## src/rtl/register_shift_reader.sv

```systemverilog
// ============================================================================
// register_shift_reader
//
// Reader end of a parallel-load register. A WIDTH-bit word is captured through
// a valid/ready handshake and then sent out serially, LSB first, with an
// independent valid/ready handshake on every output bit.
//
// Optional feature (compile-time macro):
//   REGISTER_SHIFT_READER_PARITY_EN
//     Defined   : an even-parity bit (XOR of the captured word) follows the
//                 last data bit and carries sout_last instead of it.
//     Undefined : plain WIDTH-bit stream, no parity logic at all.
//
// Parameters:
//   WIDTH       word width in bits, must be >= 2
//
// Ports:
//   clk         in   rising-edge clock
//   reset_n     in   asynchronous reset, active-low
//   in          in   parallel word offered by the producer
//   in_valid    in   producer offers `in`
//   in_ready    out  block can accept a word (only while idle)
//   sout        out  current serial bit
//   sout_valid  out  `sout` is valid
//   sout_ready  in   consumer takes `sout` on this clock edge
//   sout_last   out  current bit is the final bit of the word
//   busy        out  a word is being shifted out
// ============================================================================
module register_shift_reader #(
  parameter int WIDTH = 16
) (
  input  logic             clk,
  input  logic             reset_n,
  input  logic [WIDTH-1:0] in,
  input  logic             in_valid,
  output logic             in_ready,
  output logic             sout,
  output logic             sout_valid,
  input  logic             sout_ready,
  output logic             sout_last,
  output logic             busy
);

  localparam int CW = $clog2(WIDTH);
  localparam logic [CW-1:0] LAST_IDX    = CW'(WIDTH - 1);
  localparam logic [CW-1:0] PENULTIMATE = CW'(WIDTH - 2);

  typedef enum logic [1:0] {
    IDLE,
    SHIFT
`ifdef REGISTER_SHIFT_READER_PARITY_EN
    ,
    PARITY
`endif
  } state_t;

  state_t state;

  // Bit 0 of the word goes straight into the sout register at capture, so the
  // shift register only keeps the bits that are still waiting to be sent.
  logic [WIDTH-1:1] shift_reg;
  logic [CW-1:0]    count;

`ifdef REGISTER_SHIFT_READER_PARITY_EN
  logic parity_bit;
`endif

  // Single registered FSM: every output is a flop, so the first bit appears
  // one cycle after acceptance and nothing glitches on the serial side.
  // count saturates at LAST_IDX on the exit transition instead of wrapping.
  always_ff @(posedge clk or negedge reset_n) begin
    if (!reset_n) begin
      state      <= IDLE;
      shift_reg  <= '0;
      count      <= '0;
      sout       <= 1'b0;
      sout_valid <= 1'b0;
      sout_last  <= 1'b0;
      busy       <= 1'b0;
      in_ready   <= 1'b1;
`ifdef REGISTER_SHIFT_READER_PARITY_EN
      parity_bit <= 1'b0;
`endif
    end else begin
      case (state)
        IDLE: begin
          if (in_valid && in_ready) begin
            shift_reg  <= in[WIDTH-1:1];
            count      <= '0;
            sout       <= in[0];
            sout_valid <= 1'b1;
            sout_last  <= 1'b0;
            busy       <= 1'b1;
            in_ready   <= 1'b0;
            state      <= SHIFT;
`ifdef REGISTER_SHIFT_READER_PARITY_EN
            parity_bit <= ^in;
`endif
          end
        end

        SHIFT: begin
          if (sout_valid && sout_ready) begin
            if (count == LAST_IDX) begin
`ifdef REGISTER_SHIFT_READER_PARITY_EN
              // Last data bit gone: present the parity bit as the final one.
              sout      <= parity_bit;
              sout_last <= 1'b1;
              state     <= PARITY;
`else
              sout       <= 1'b0;
              sout_valid <= 1'b0;
              sout_last  <= 1'b0;
              busy       <= 1'b0;
              in_ready   <= 1'b1;
              state      <= IDLE;
`endif
            end else begin
              sout      <= shift_reg[1];
              shift_reg <= shift_reg >> 1;
              count     <= count + 1'b1;
`ifdef REGISTER_SHIFT_READER_PARITY_EN
              sout_last <= 1'b0;
`else
              sout_last <= (count == PENULTIMATE);
`endif
            end
          end
        end

`ifdef REGISTER_SHIFT_READER_PARITY_EN
        PARITY: begin
          if (sout_valid && sout_ready) begin
            sout       <= 1'b0;
            sout_valid <= 1'b0;
            sout_last  <= 1'b0;
            busy       <= 1'b0;
            in_ready   <= 1'b1;
            state      <= IDLE;
          end
        end
`endif

        default: begin
          state <= IDLE;
        end
      endcase
    end
  end

endmodule

```

## config.mk

```make
export PLATFORM = sky130hd
export DESIGN_NAME = register_shift_reader
export DESIGN_NICKNAME = d
export VERILOG_FILES = /design/src/rtl/register_shift_reader.sv
export SDC_FILE = /design/constraint.sdc
export NUM_CORES = 1
export LEC_CHECK = 0
export ABC_CLOCK_PERIOD_IN_PS = 2500
export BUFFER_PORTS_ARGS = -buffer_cell sky130_fd_sc_hd__buf_2
export CORE_UTILIZATION = 56
export CTS_BUF_LIST = sky130_fd_sc_hd__clkbuf_16
export DETAILED_ROUTE_END_ITERATION = 6
export PLACE_DENSITY = 0.82
export SYNTH_ARGS = -nofsm -noshare
export SYNTH_HDL_FRONTEND = slang
export SYNTH_SLANG_ARGS = --single-unit
export TNS_END_PERCENT = 20
```

## constraint.sdc

```tcl
create_clock -name clk -period 2.5 [get_ports clk]
set_clock_uncertainty 0.2 [all_clocks]
set_input_delay 0.25 -clock clk [delete_from_list [all_inputs] [get_ports clk]]
set_output_delay 0.25 -clock clk [all_outputs]
set_load 0.1 [all_outputs]
```

==> metrics <==
status finished, final reports clean; slew margin rel. 66.6%; sw frac 18.7%; Ports 25; Compound-Gate Fraction of Synth Area 22.4%; GR Util met2 31.4%; DRC errors left 0; clk buf depth 2; Die W 47.1 microns; leak pwr 0.000638 uW; Crit path arrival time 1.36 ns; syn nets 118; Crit Path Max Fanout 14; DRT iter0 DRCs 17; combinational fraction of design power under 10%; cell area power density 554 nW/um^2; main combinational cell family by area after synthesis compound AO/OA/AOI/OAI gates; Setup CP Type flip-flop to output pin; Synth Register Bits 23; max FFs per register 15; worst hold start in[15]; maximum clock frequency 0.553 GHz; Mapped Cells 96; RSZ-0062 raised after global routing no; post-route ant nets 0; CTS Buf Count 3; part of the power in registers 50.5%; top cells by area, synth dfrtp_1 (48%), o221a_1 (7.9%), o221a_2 (5.9%); period utilisation layout 72.4%; Pint 599 uW; Fin Hold WS 0.0703 ns; IR drop worst, VDD 0.000366 V; WL/cell 13.8 microns; Seq/Total Area, Yosys 50.7%; Layout Utilization between 70% and 80%; Mapped Area 1140 sq um; adder-cell share of the synthesized area 2.20%; Most Used Layer, Global Route met2; grt met1 use 28.2%; critical path's largest stage delay 0.60 ns; top-area cell type share of the netlist area between 40% and 50%; core area 1820 sq um; # fillers 135; Worst Max-Slew Pin Slew 0.501 ns; share of cells above drive strength 1 around two fifths; Area growth syn-to-layout 16.8%; CP required about 2.1 ns; GRT Residual Overflow 0; die area 2220 sq um; Critical Path Start busy; setup violators final 0; post-route insts no fill between 100 and 150; synth warn 0; IO Port Bufs 24; first-pass GRT wire length roughly 3.1 mm; GR Util met3 3.46%; Max Cap Viol 0; dpl cells 138; Clock Sinks 23; worst-path cell with the longest stage delay dfrtp_1; Skew-Pair Late Insertion Delay 0.25 ns; fraction of synthesized cell area in xor and xnor cells 0%; clock share of power 46.2%; total track usage 20.3%; dominant cell type by area after synthesis dfrtp_1; TNS Setup 0 ns; number of global-route vias before repair 741; mean post-synth cell area 11.9 sq um; final hold viol count 0; pin count of the biggest net entering global routing 24; via count 814; CTS root buf clkbuf_16; initial antenna violation count 0; Placement Rows 15; Slew Limit Fails 0; mux contribution to synthesized area 0.879%; Period minus WS final 1.81 ns; startpoint types flip-flop; crit path cell chain buf_2; RD Place Congestion 0.765; hpwl dp 1.31 mm; CP delay by family, top flip-flops; drt total wl 1.97 mm; Initial Utilization 62.5%; CTS tree done; CP Capture Type output pin; worst hold path type input port to flip-flop; overall die height 47.1 microns; H-tree Lvls 1; antenna diode count 0; RR Startpoint count[0]; worst path bufs/invs 1; DRT Pass-1 Iters 4; switching power total 138 uW; number of library cell types mapped by synthesis 31; Clock transition at path regs 0.06 ns; Setup Fix Bufs, Post-CTS 0; Simple-Gate Fraction of Synth Area 17.8%; fin nets 141; drt via density ~5.7
## worst paths after layout
path                            endpoint  slack [ns]  cells after the start
setup / recovery              sout_valid        0.69                      1
hold / removal             shift_reg[15]        0.07                      3
max in group asynchronous       in_ready        1.45                      2
hold reg to reg                sout_last        0.31                      2
min in group asynchronous       count[3]        0.30                      2
setup reg to reg           shift_reg[14]        0.72                      4
## area by class of cell
class                   count  area [sq um]  share of cell area [%]
multi-input cells          61           493                    37.1
well taps                  25          31.3                    2.35
repair buffers             25           130                    9.78
inverters                   5          18.8                    1.41
flip-flops and latches     23           577                    43.4
clock inverters             1          5.00                   0.376
clock buffers               3          75.1                    5.64
## stage by stage
step	worst slack, ns	area, sq um	total power [uW]
final	0.691	1330	737
after global routing	0.617	1330	763
after CTS	0.695	1330	745
after detailed placement	0.721	1240	403
after global placement	0.762	1240	402
after floorplan	0.391	1140	382
## synth_stat cells (all sizes together)
| cell | n |
|---|---|
| a21oi | 1 |
| a22oi | 1 |
| a32o | 1 |
| and3 | 2 |
| buf | 6 |
| clkbuf | 1 |
| dfrtp | 22 |
| dfstp | 1 |
| ha | 2 |
| inv | 5 |
| mux2i | 1 |
| nand2 | 4 |
| nand2b | 1 |
| nand3 | 5 |
| nand3b | 2 |
| nand4 | 1 |
| nand4b | 1 |
| o211ai | 2 |
| o21ai | 8 |
| o221a | 14 |
| o221ai | 1 |
| or2 | 14 |
## cells in the final DEF (no fill, tap or decap)
cell type,n
nand4b_1,1
buf_2,24
dfrtp_1,22
o21ai_0,7
mux2i_1,1
dlygate4sd3_1,1
and3_2,1
a32o_1,1
dfstp_2,1
nand3_2,1
nand2b_1,1
ha_1,2
nand2_2,1
o221a_1,8
or2_1,7
or2_2,7
and3_4,1
o221a_2,6
o211ai_1,2
nand3_1,4
inv_1,5
nand3b_4,1
clkinv_2,1
nand2_1,3
a21oi_1,1
o221ai_1,1
nand4_1,1
o21ai_4,1
clkbuf_16,3
a22oi_1,1
nand3b_1,1
## cell families (layout without fill, tap and decap cells)
family                   count (synthesis)  in the layout
AND/OR/NAND/NOR                         30             30
adder cells (fa/ha/maj)                  2              2
buffers and inverters                   12             34
AO/OA/AOI/OAI                           28             28
multiplexers                             1              1
flip-flops                              23             23
## timing repair
action / CTS / global route
hold buffers: 1 / 0
resized for setup: 0 / 0
hold endpoints to repair: 22 / 0
## metal layers
layer	up-vias	wire length (microns)	share of wire, %
met2	21	904	46
met4	0	34	1.7
li1	405	-	-
met1	383	966	49
met3	5	62	3.2
met5	-	0	0
## power groups by stage
stage	Combinational (uW)	Clock (uW)	Sequential, uW
after floorplan	3.30	0	379
after CTS	24.8	348	372
final	24.0	340	372
after global placement	22.9	0	379
after global routing	27.6	363	372
after detailed placement	23.7	0	379
Power figures use the tool's default switching activity.
